### config.mk
export PLATFORM = sky130hd
export DESIGN_NAME = pcie_us_rq_tag_mgr
export DESIGN_NICKNAME = d
export VERILOG_FILES = /design/src/rtl/pcie_us_rq_tag_pkg.sv /design/src/rtl/pcie_us_rq_tag_prio_enc.sv /design/src/rtl/pcie_us_rq_tag_mgr.sv
export SDC_FILE = /design/constraint.sdc
export NUM_CORES = 2
export LEC_CHECK = 0
export BUFFER_PORTS_ARGS = -buffer_cell sky130_fd_sc_hd__buf_2
export CORE_MARGIN = 8
export CORE_UTILIZATION = 45
export CTS_BUF_LIST = sky130_fd_sc_hd__clkbuf_8
export CTS_CLUSTER_DIAMETER = 120
export DETAILED_ROUTE_END_ITERATION = 12
export RECOVER_POWER = 25
export SETUP_SLACK_MARGIN = 0.3
export SLEW_MARGIN = 20
export SYNTH_ARGS = -nofsm -noshare
export SYNTH_HDL_FRONTEND = slang
export SYNTH_SLANG_ARGS = --single-unit
export TNS_END_PERCENT = 50
### constraint.sdc
create_clock -name user_clk -period 8 [get_ports user_clk]
set_input_delay 1.6 -clock user_clk [delete_from_list [all_inputs] [get_ports user_clk]]
set_output_delay 1.6 -clock user_clk [all_outputs]
set_load 0.02 [all_outputs]
### src/rtl/pcie_us_rq_tag_pkg.sv
`default_nettype none
// ============================================================================
//  Module      : pcie_us_rq_tag_pkg
//  Description : Shared types and constants for the PCIe UltraScale RQ tag
//                manager (per-tag state encoding, legal tag widths).
//  Revision    : 1.0 - initial release
// ============================================================================
package pcie_us_rq_tag_pkg;

    // Lifecycle of a single requester tag
    typedef enum logic [1:0] {
        TAG_FREE      = 2'd0,
        TAG_BUSY      = 2'd1,
        TAG_TIMED_OUT = 2'd2
    } tag_state_t;

    // Supported tag-space sizes: 32, 64 and 256 tags
    localparam int c_tag_width_32  = 5;
    localparam int c_tag_width_64  = 6;
    localparam int c_tag_width_256 = 8;

    // True when w names one of the supported tag-space sizes
    function automatic logic tag_width_legal(input int w);
        return (w == c_tag_width_32) || (w == c_tag_width_64) || (w == c_tag_width_256);
    endfunction

endpackage
`default_nettype wire

### src/rtl/pcie_us_rq_tag_prio_enc.sv
`default_nettype none
// ============================================================================
//  Module      : pcie_us_rq_tag_prio_enc
//  Description : Lowest-set-bit priority encoder; returns the index of the
//                lowest asserted bit and a flag saying any bit is set.
//  Revision    : 1.0 - initial release
// ============================================================================
module pcie_us_rq_tag_prio_enc #(
    parameter int WIDTH     = 64,
    parameter int IDX_WIDTH = 6
) (
    input  logic [WIDTH-1:0]     i_vec,
    output logic [IDX_WIDTH-1:0] o_idx,
    output logic                 o_valid
);

    // Scan from the top down so the lowest set bit is the last one written
    always_comb begin
        o_idx   = '0;
        o_valid = 1'b0;
        for (int i = WIDTH - 1; i >= 0; i--) begin
            if (i_vec[i]) begin
                o_idx   = IDX_WIDTH'(i);
                o_valid = 1'b1;
            end
        end
    end

endmodule
`default_nettype wire

### src/rtl/pcie_us_rq_tag_mgr.sv
`default_nettype none
// ============================================================================
//  Module      : pcie_us_rq_tag_mgr
//  Description : Requester tag manager for the UltraScale PCIe RQ/RC user
//                interface. Hands out tags for non-posted requests when NPH
//                credit is available, frees them on the final completion and
//                reports tags whose completion never arrived (scanned
//                timestamp table, one tag per cycle).
//                Optional statistics counters: PCIE_US_RQ_TAG_MGR_STATS_EN.
//  Revision    : 1.0 - initial release
// ============================================================================
module pcie_us_rq_tag_mgr
    import pcie_us_rq_tag_pkg::*;
#(
    parameter int TAG_WIDTH      = 6,
    parameter int TIMEOUT_WIDTH  = 24,
    parameter int TIMEOUT_CYCLES = 250000
) (
    input  logic                 user_clk,
    input  logic                 user_reset,
    input  logic                 enable,
    input  logic [1:0]           pcie_tfc_nph_av,
    input  logic                 req_valid,
    output logic                 req_ready,
    output logic [TAG_WIDTH-1:0] req_tag,
    input  logic                 cpl_valid,
    input  logic [TAG_WIDTH-1:0] cpl_tag,
    input  logic                 cpl_last,
    output logic                 cpl_err,
    output logic                 timeout_valid,
    output logic [TAG_WIDTH-1:0] timeout_tag,
    input  logic                 timeout_ready,
    output logic [TAG_WIDTH:0]   outstanding_count
`ifdef PCIE_US_RQ_TAG_MGR_STATS_EN
    ,
    output logic [31:0]          stat_alloc_count,
    output logic [31:0]          stat_timeout_count,
    output logic [31:0]          stat_cpl_err_count
`endif
);

    localparam int                     c_num_tags = 1 << TAG_WIDTH;
    localparam logic [TIMEOUT_WIDTH-1:0] c_timeout = TIMEOUT_WIDTH'(TIMEOUT_CYCLES);

    tag_state_t                 r_state [c_num_tags];
    logic [TIMEOUT_WIDTH-1:0]   r_stamp [c_num_tags];
    logic [TIMEOUT_WIDTH-1:0]   r_time;
    logic [TAG_WIDTH-1:0]       r_scan_ptr;
    logic                       r_alloc_en;
    logic                       r_rpt_valid;
    logic [TAG_WIDTH-1:0]       r_rpt_tag;
    logic                       r_cpl_err;
    logic [TAG_WIDTH:0]         r_count;

    logic [c_num_tags-1:0]      w_free_vec;
    logic [TAG_WIDTH-1:0]       w_free_idx;
    logic                       w_any_free;
    logic                       w_alloc;
    tag_state_t                 w_cpl_state;
    logic                       w_cpl_free;
    logic                       w_cpl_err_nxt;
    logic [TIMEOUT_WIDTH-1:0]   w_elapsed;
    logic                       w_scan_hit;
    logic                       w_rpt_free;

    // FREE vector decoded from registered per-tag state
    always_comb begin
        w_free_vec = '0;
        for (int i = 0; i < c_num_tags; i++) begin
            w_free_vec[i] = (r_state[i] == TAG_FREE);
        end
    end

    pcie_us_rq_tag_prio_enc #(
        .WIDTH     (c_num_tags),
        .IDX_WIDTH (TAG_WIDTH)
    ) u_free_enc (
        .i_vec   (w_free_vec),
        .o_idx   (w_free_idx),
        .o_valid (w_any_free)
    );

    // r_alloc_en keeps req_ready low during the cycle that follows a reset edge
    assign req_ready = r_alloc_en && enable && (pcie_tfc_nph_av != 2'b00) && w_any_free;
    assign req_tag   = w_free_idx;
    assign w_alloc   = req_valid && req_ready;

    // Completion decode: only a final completion on a BUSY tag frees it
    assign w_cpl_state   = r_state[cpl_tag];
    assign w_cpl_free    = cpl_valid && cpl_last && (w_cpl_state == TAG_BUSY);
    assign w_cpl_err_nxt = cpl_valid && (w_cpl_state != TAG_BUSY);

    // Timeout scan; modular subtraction tolerates time-counter wrap.
    // A final completion on the scanned tag in the same cycle takes priority.
    assign w_elapsed  = r_time - r_stamp[r_scan_ptr];
    assign w_scan_hit = !r_rpt_valid
                     && (r_state[r_scan_ptr] == TAG_BUSY)
                     && (w_elapsed >= c_timeout)
                     && !(w_cpl_free && (cpl_tag == r_scan_ptr));
    assign w_rpt_free = r_rpt_valid && timeout_ready;

    // Per-tag state and timestamp table; the four updates always target distinct tags
    always_ff @(posedge user_clk) begin
        if (user_reset) begin
            for (int i = 0; i < c_num_tags; i++) begin
                r_state[i] <= TAG_FREE;
                r_stamp[i] <= '0;
            end
        end else begin
            if (w_alloc) begin
                r_state[w_free_idx] <= TAG_BUSY;
                r_stamp[w_free_idx] <= r_time;
            end
            if (w_cpl_free) begin
                r_state[cpl_tag] <= TAG_FREE;
            end
            if (w_scan_hit) begin
                r_state[r_scan_ptr] <= TAG_TIMED_OUT;
            end
            if (w_rpt_free) begin
                r_state[r_rpt_tag] <= TAG_FREE;
            end
        end
    end

    // Time base, scan pointer (stalls while a report is pending), report register, counters
    always_ff @(posedge user_clk) begin
        if (user_reset) begin
            r_time      <= '0;
            r_scan_ptr  <= '0;
            r_alloc_en  <= 1'b0;
            r_rpt_valid <= 1'b0;
            r_rpt_tag   <= '0;
            r_cpl_err   <= 1'b0;
            r_count     <= '0;
        end else begin
            r_time     <= r_time + 1'b1;
            r_alloc_en <= 1'b1;
            r_cpl_err  <= w_cpl_err_nxt;
            if (!r_rpt_valid) begin
                r_scan_ptr <= r_scan_ptr + 1'b1;
            end
            if (w_scan_hit) begin
                r_rpt_valid <= 1'b1;
                r_rpt_tag   <= r_scan_ptr;
            end else if (w_rpt_free) begin
                r_rpt_valid <= 1'b0;
            end
            r_count <= r_count + (TAG_WIDTH+1)'(w_alloc)
                               - (TAG_WIDTH+1)'(w_cpl_free)
                               - (TAG_WIDTH+1)'(w_rpt_free);
        end
    end

    assign cpl_err           = r_cpl_err;
    assign timeout_valid     = r_rpt_valid;
    assign timeout_tag       = r_rpt_tag;
    assign outstanding_count = r_count;

`ifdef PCIE_US_RQ_TAG_MGR_STATS_EN
    localparam logic [31:0] c_stat_max = 32'hFFFF_FFFF;

    logic [31:0] r_stat_alloc;
    logic [31:0] r_stat_timeout;
    logic [31:0] r_stat_cpl_err;

    // Saturating event counters: handshakes, timeout reports, cpl_err pulses
    always_ff @(posedge user_clk) begin
        if (user_reset) begin
            r_stat_alloc   <= '0;
            r_stat_timeout <= '0;
            r_stat_cpl_err <= '0;
        end else begin
            if (w_alloc && (r_stat_alloc != c_stat_max)) begin
                r_stat_alloc <= r_stat_alloc + 32'd1;
            end
            if (w_scan_hit && (r_stat_timeout != c_stat_max)) begin
                r_stat_timeout <= r_stat_timeout + 32'd1;
            end
            if (r_cpl_err && (r_stat_cpl_err != c_stat_max)) begin
                r_stat_cpl_err <= r_stat_cpl_err + 32'd1;
            end
        end
    end

    assign stat_alloc_count   = r_stat_alloc;
    assign stat_timeout_count = r_stat_timeout;
    assign stat_cpl_err_count = r_stat_cpl_err;
`endif

endmodule
`default_nettype wire
Word-level counts from Yosys, hierarchy flattened:

Memory sizes are Yosys's and may differ from the RTL's. A register that Yosys moved wholly into a read port is not among the register bits.
Index checks and enable logic that the tools add are counted.

* flip-flop bits (word level): 46
* bits in writable memories: 1664
* input bits: 15
* word-level logic and storage cells: 269
* memories: 2

* add/subtract/negate cells: 6
* magnitude comparators: 1
* eq/ne operators: 4
* multiplexer cells: 164
* reduce and logical (&&, ||, !) cells: 85

Memory list
* r_stamp: depth 64, width 24, read ports 1, clocked after memory_dff 1, wr ports 64, RTL line pcie_us_rq_tag_mgr.sv:46 `logic [TIMEOUT_WIDTH-1:0] r_stamp [c_num_tags];`
* r_state: depth 64, width 2, read ports 66, clocked after memory_dff 1, wr ports 64, RTL line pcie_us_rq_tag_mgr.sv:45 `tag_state_t r_state [c_num_tags];`

Operator list (count)
* $mux W6: 73
* $logic_not A2 Y1: 64
* $mux W1: 86
* $add A24 B1 Y24 const B: 1
* $ge A24 B18 Y1 const B: 1
* $mux W24: 1
* $reduce_or A24 Y1: 1
* $sub A24 B24 Y24: 1
* $sub A7 B1 Y7: 2
* $logic_and A1 B1 Y1: 12
* $mux W2: 4
* $reduce_or A2 Y1: 4
* $add A7 B1 Y7: 1
* $add A6 B1 Y6 const B: 1
* $eq A6 B6 Y1: 1
* $eq A2 B1 Y1 const B: 2
* $reduce_bool A2 Y1: 2
* $logic_not A1 Y1: 2
* $ne A2 B1 Y1 const B: 1

Depth between registers and ports, before layout:

* word-level depth: 72
* depth in mapped cells: 27

Modules after synthesis:

From an unflattened synthesis, not the netlist that was laid out.

* cell total of the unflattened synthesis: 5742
* area, all modules: 82426.6 µm²

By module, submodules not included
* pcie_us_rq_tag_mgr: instances 1, cells an instance 5602, area each 81663.3 µm²
* pcie_us_rq_tag_prio_enc: instances 1, cells an instance 140, area each 763.2 µm²

Worst setup path after synthesis:

OpenSTA, ideal clock, no wires.

* path type: register -> register
* start: reg with a tool-made name
* end: mem r_state[15][1] (netlist name), enable pin
* setup time: 300 ps
* arrival: 6035 ps
* data required time: 7700 ps
* path slack: 1666 ps
* stages on the path, launching flop included: 26
* buffers on the path: 9
* path through: dfxtp_1 -> buf_2 -> buf_4 -> buf_4 -> buf_2 -> clkbuf_1 -> clkbuf_1 -> clkbuf_1 -> mux4_2 -> mux4_2 -> mux4_2 -> ha_1 -> fa_1 -> nand2b_1 -> a21o_1 -> a2111oi_0 -> o21ai_0 -> o2111ai_1 -> a211o_1 -> a21oi_1 -> o41ai_2 -> o21ai_2 -> buf_6 -> a211oi_4 -> buf_4 -> a211o_1

RTL lines (RTL line)
* end, declared: pcie_us_rq_tag_mgr.sv:45

==> flow_summary.yaml <==
status:
  failed_checks: "capacitance limit, slew limit"
  status: "complete, but fails checks"
synthesis:
  ys_top_cells_by_count: "1600 x edfxtp_1, 1422 x and2_1, 505 x mux4_2, 455 x clkbuf_1, 263 x nor2_1"
  ys_ff_latch: 1716
  synth_area_leaders: "edfxtp_1 58%, mux4_2 14%, and2_1 11%"
  synthesis.area_sq_mm: 0.0825
  ys.flop_type: "edfxtp_1"
  yosysWarnings: 0
  synth_fp_nets: 5818
  syn_inst: 5768
  postSynthAreaPerCell_sq_um: 14.3
  synth_edf_count: 1600
  async_reset_ff_frac: 0
  ys_types: 98
  ys_seq_area_frac: 0.610
  synth_most_common_cell: "edfxtp_1"
  yosysTopAreaCell: "edfxtp_1"
  yosysTopAreaCellShare: 0.582
detailed_routing:
  dr.pass1.iters: 6
  ant_nets: 0
  vias_per_cell: 6.18
  num_vias: 52000
  drc: 0
  wl_per_cell_um: 33.2
  drt_iter0_drc: 6297
  routed_wirelength_um: 279000
timing:
  skew_ns: 0.0771
  relSlewSlack: -1.19
  min_period_ns: 7.46
  tightest_slew_ns: 3.28
  final.period_utilization: 0.932
  whs_ns: 0.567
  slew_viol_final: 671
  clock.fmax_mhz: 134
  rsz0062_at_grt: "no"
  setup_viol: 0
  final.setup.tns_ns: 0
  hold_viol: 0
setup_path:
  end_kind: "flop"
  slowest_delay_ns: 1.74
  start_kind: "input port"
  slowest_stage: "clkbuf_1"
  worstSetupPathType: "input port to flop"
  cp.arrival_ns: 8.24
  critPathMaxFanout: 40
  crit_top_cell: "or3_1"
  path_delay_family: "buffers and inverters"
  critical_path_required_ns: 8.78
  path_buf_inv: 3
  worstPathCellList: "clkbuf_1, inv_6, nand3_1, or2_0, or3_1, clkbuf_1, or3_1, o21ai_4, or3_1"
clocking:
  cts_tree: "yes"
  numCtsBuffers: 313
  hold_buffers: 0
  post-cts-setup-buffer-count: 0
  clk_path_buf_depth: 4
  clk_pin_slew_ns: 0.06
  htreeDepth: 5
  ctsResizeCount: 0
  root_buffer: "clkbuf_8"
  clkLatencyLatePin_ns: 1.03
  clock-sinks: 1716
final_layout:
  regArea_sq_mm: 0.0504
  fin_nets: 5841
  multi_input_area_sq_mm: 0.0301
  layout-drive-gt1-share: 0.211
  syn_to_final_growth_pct: 10.9
  fillers: 15500
floorplan:
  rows: 157
  core-area_sq_mm: 0.183
  die_h_um: 444
  io_pins: 37
  dieArea_sq_mm: 0.197
  start_util: 0.452
  die_w_um: 444
power_and_ir_drop:
  net-switching-power_w: 0.00612
  p_leak_nw: 31.9
  combPwrFrac: 0.174
  peakVddDrop_v: 0.000183
  power_per_cell_area_mw_per_mm2: 239
  p_clk_frac: 0.355
  internal_power_w: 0.0158
  p_seq_frac: 0.471
  swShare: 0.280
global_route:
  first_global_vias: 52200
  antenna_found_initial: 24
  grt_overflow_total: 0
  track_usage: 0.276
  grt_pass1_wl_um: 394000
  grt_start_max_net_pins: 70
run:
  maxCapViolCount: 26
place:
  place_hpwl_um: 174000
  gp_congestion: 1.00
  port_buffers: 36
min_path:
  hold_path_class: "flop to flop"
## cell type report
class                      instances  area share
sequential                      1716       0.551
multi-input combinational       3408       0.329
clock buffer                     337      0.0507
tap                             2385      0.0326
timing repair buffer             266      0.0222
clock inverter                   204      0.0109
inverter                          86     0.00358
antenna                            8    0.000219
## sequential cells by signal, summed over array words and instances (netlist names), named ones only
name / cells
timeout_valid: 1
r_time: 24
r_alloc_en: 1
r_scan_ptr: 6
timeout_tag: 6
r_state: 128
r_stamp: 1536
cpl_err: 1
outstanding_count: 7
## placed cells by master (no fill, tap or decap), types with 24 or more instances in the layout
cell,count
edfxtp_1,1600
and2_1,1270
mux4_2,505
clkbuf_8,337
nor2_1,229
nor3_1,195
inv_1,183
buf_4,168
and2_0,152
a21oi_1,96
dfxtp_1,89
nand2_1,80
clkinv_1,63
o21ai_0,59
clkbuf_1,49
mux2i_1,44
o22ai_1,41
a211oi_1,38
a31oi_1,38
ha_1,32
xor2_1,31
nand3_1,30
nor3b_1,30
nor2b_1,28
o21ai_4,28
a211o_1,28
a21o_1,27
or3_1,25
nor4_1,24
## worst register-to-register path: stages (launching register included)
cell and delay (ns):
dfxtp_4 0.70, buf_12 0.33, buf_4 0.23, mux4_2 0.50, mux4_2 0.56, mux4_2 0.49, inv_1 0.08, ha_1 0.29
a21o_1 0.24, a2111oi_0 0.50, o21ai_0 0.25, a211oi_1 0.38, nor3_1 0.12, a211oi_1 0.25, xnor2_1 0.18, nand3_1 0.16
o21ai_4 0.49, buf_4 0.34, buf_4 0.27, or2_2 0.41, nor2_1 0.09
## cell families after synthesis
logic type / count (synthesis) / synth area share
AO/OA/AOI/OAI: 568 / 0.0489
XOR/XNOR: 47 / 0.00499
adder cells (fa/ha/maj): 35 / 0.00558
buffers and inverters: 644 / 0.0314
flip-flops: 1716 / 0.610
multiplexers: 556 / 0.144
AND/OR/NAND/NOR: 2202 / 0.155
## routing by layer
metal	track usage	part of all wire	vias up	wire length, um
met4	0.0959	0.039	10	10800
met5	0	0.00025	-	70
li1	-	-	21700	-
met1	0.364	0.39	26900	109000
met3	0.0653	0.095	600	26500
met2	0.451	0.48	2821	133000
## final timing paths
check,start,to,slack [ns],cells past startpoint
max,user_reset,r_state[26][1]$_SDFFCE_PN0P_,0.54,9
min,timeout_tag[2]$_SDFFE_PP0P_,timeout_tag[2]$_SDFFE_PP0P_,0.57,2
max reg2reg,flop,r_state[27][1]$_SDFFCE_PN0P_,0.88,20
min reg2reg,timeout_tag[2]$_SDFFE_PP0P_,timeout_tag[2]$_SDFFE_PP0P_,0.57,2
## per-stage QoR
step	cell area [sq um]	std cells	setup slack [ns]	power (W)	utilization
2_1_floorplan	82500	5768	1.67	0.0128	-
3_3_place_gp	86200	7861	0.802	0.0143	0.472
3_5_place_dp	86200	7861	0.883	0.0143	0.472
4_1_cts	91900	8402	0.957	0.0220	0.503
5_1_grt	91500	8403	0.508	0.0226	0.501
6_report	91600	8410	0.541	0.0219	0.501
## power by group through the flow
stage                     Combinational (W)  Clock [W]  Sequential (W)
after floorplan                     0.00242          0          0.0104
after global placement              0.00381          0          0.0105
after detailed placement            0.00381          0          0.0105
after CTS                           0.00383    0.00788          0.0103
after global routing                0.00398    0.00825          0.0103
final                               0.00382    0.00776          0.0103
Note: power is estimated with default switching activity, not from simulation.
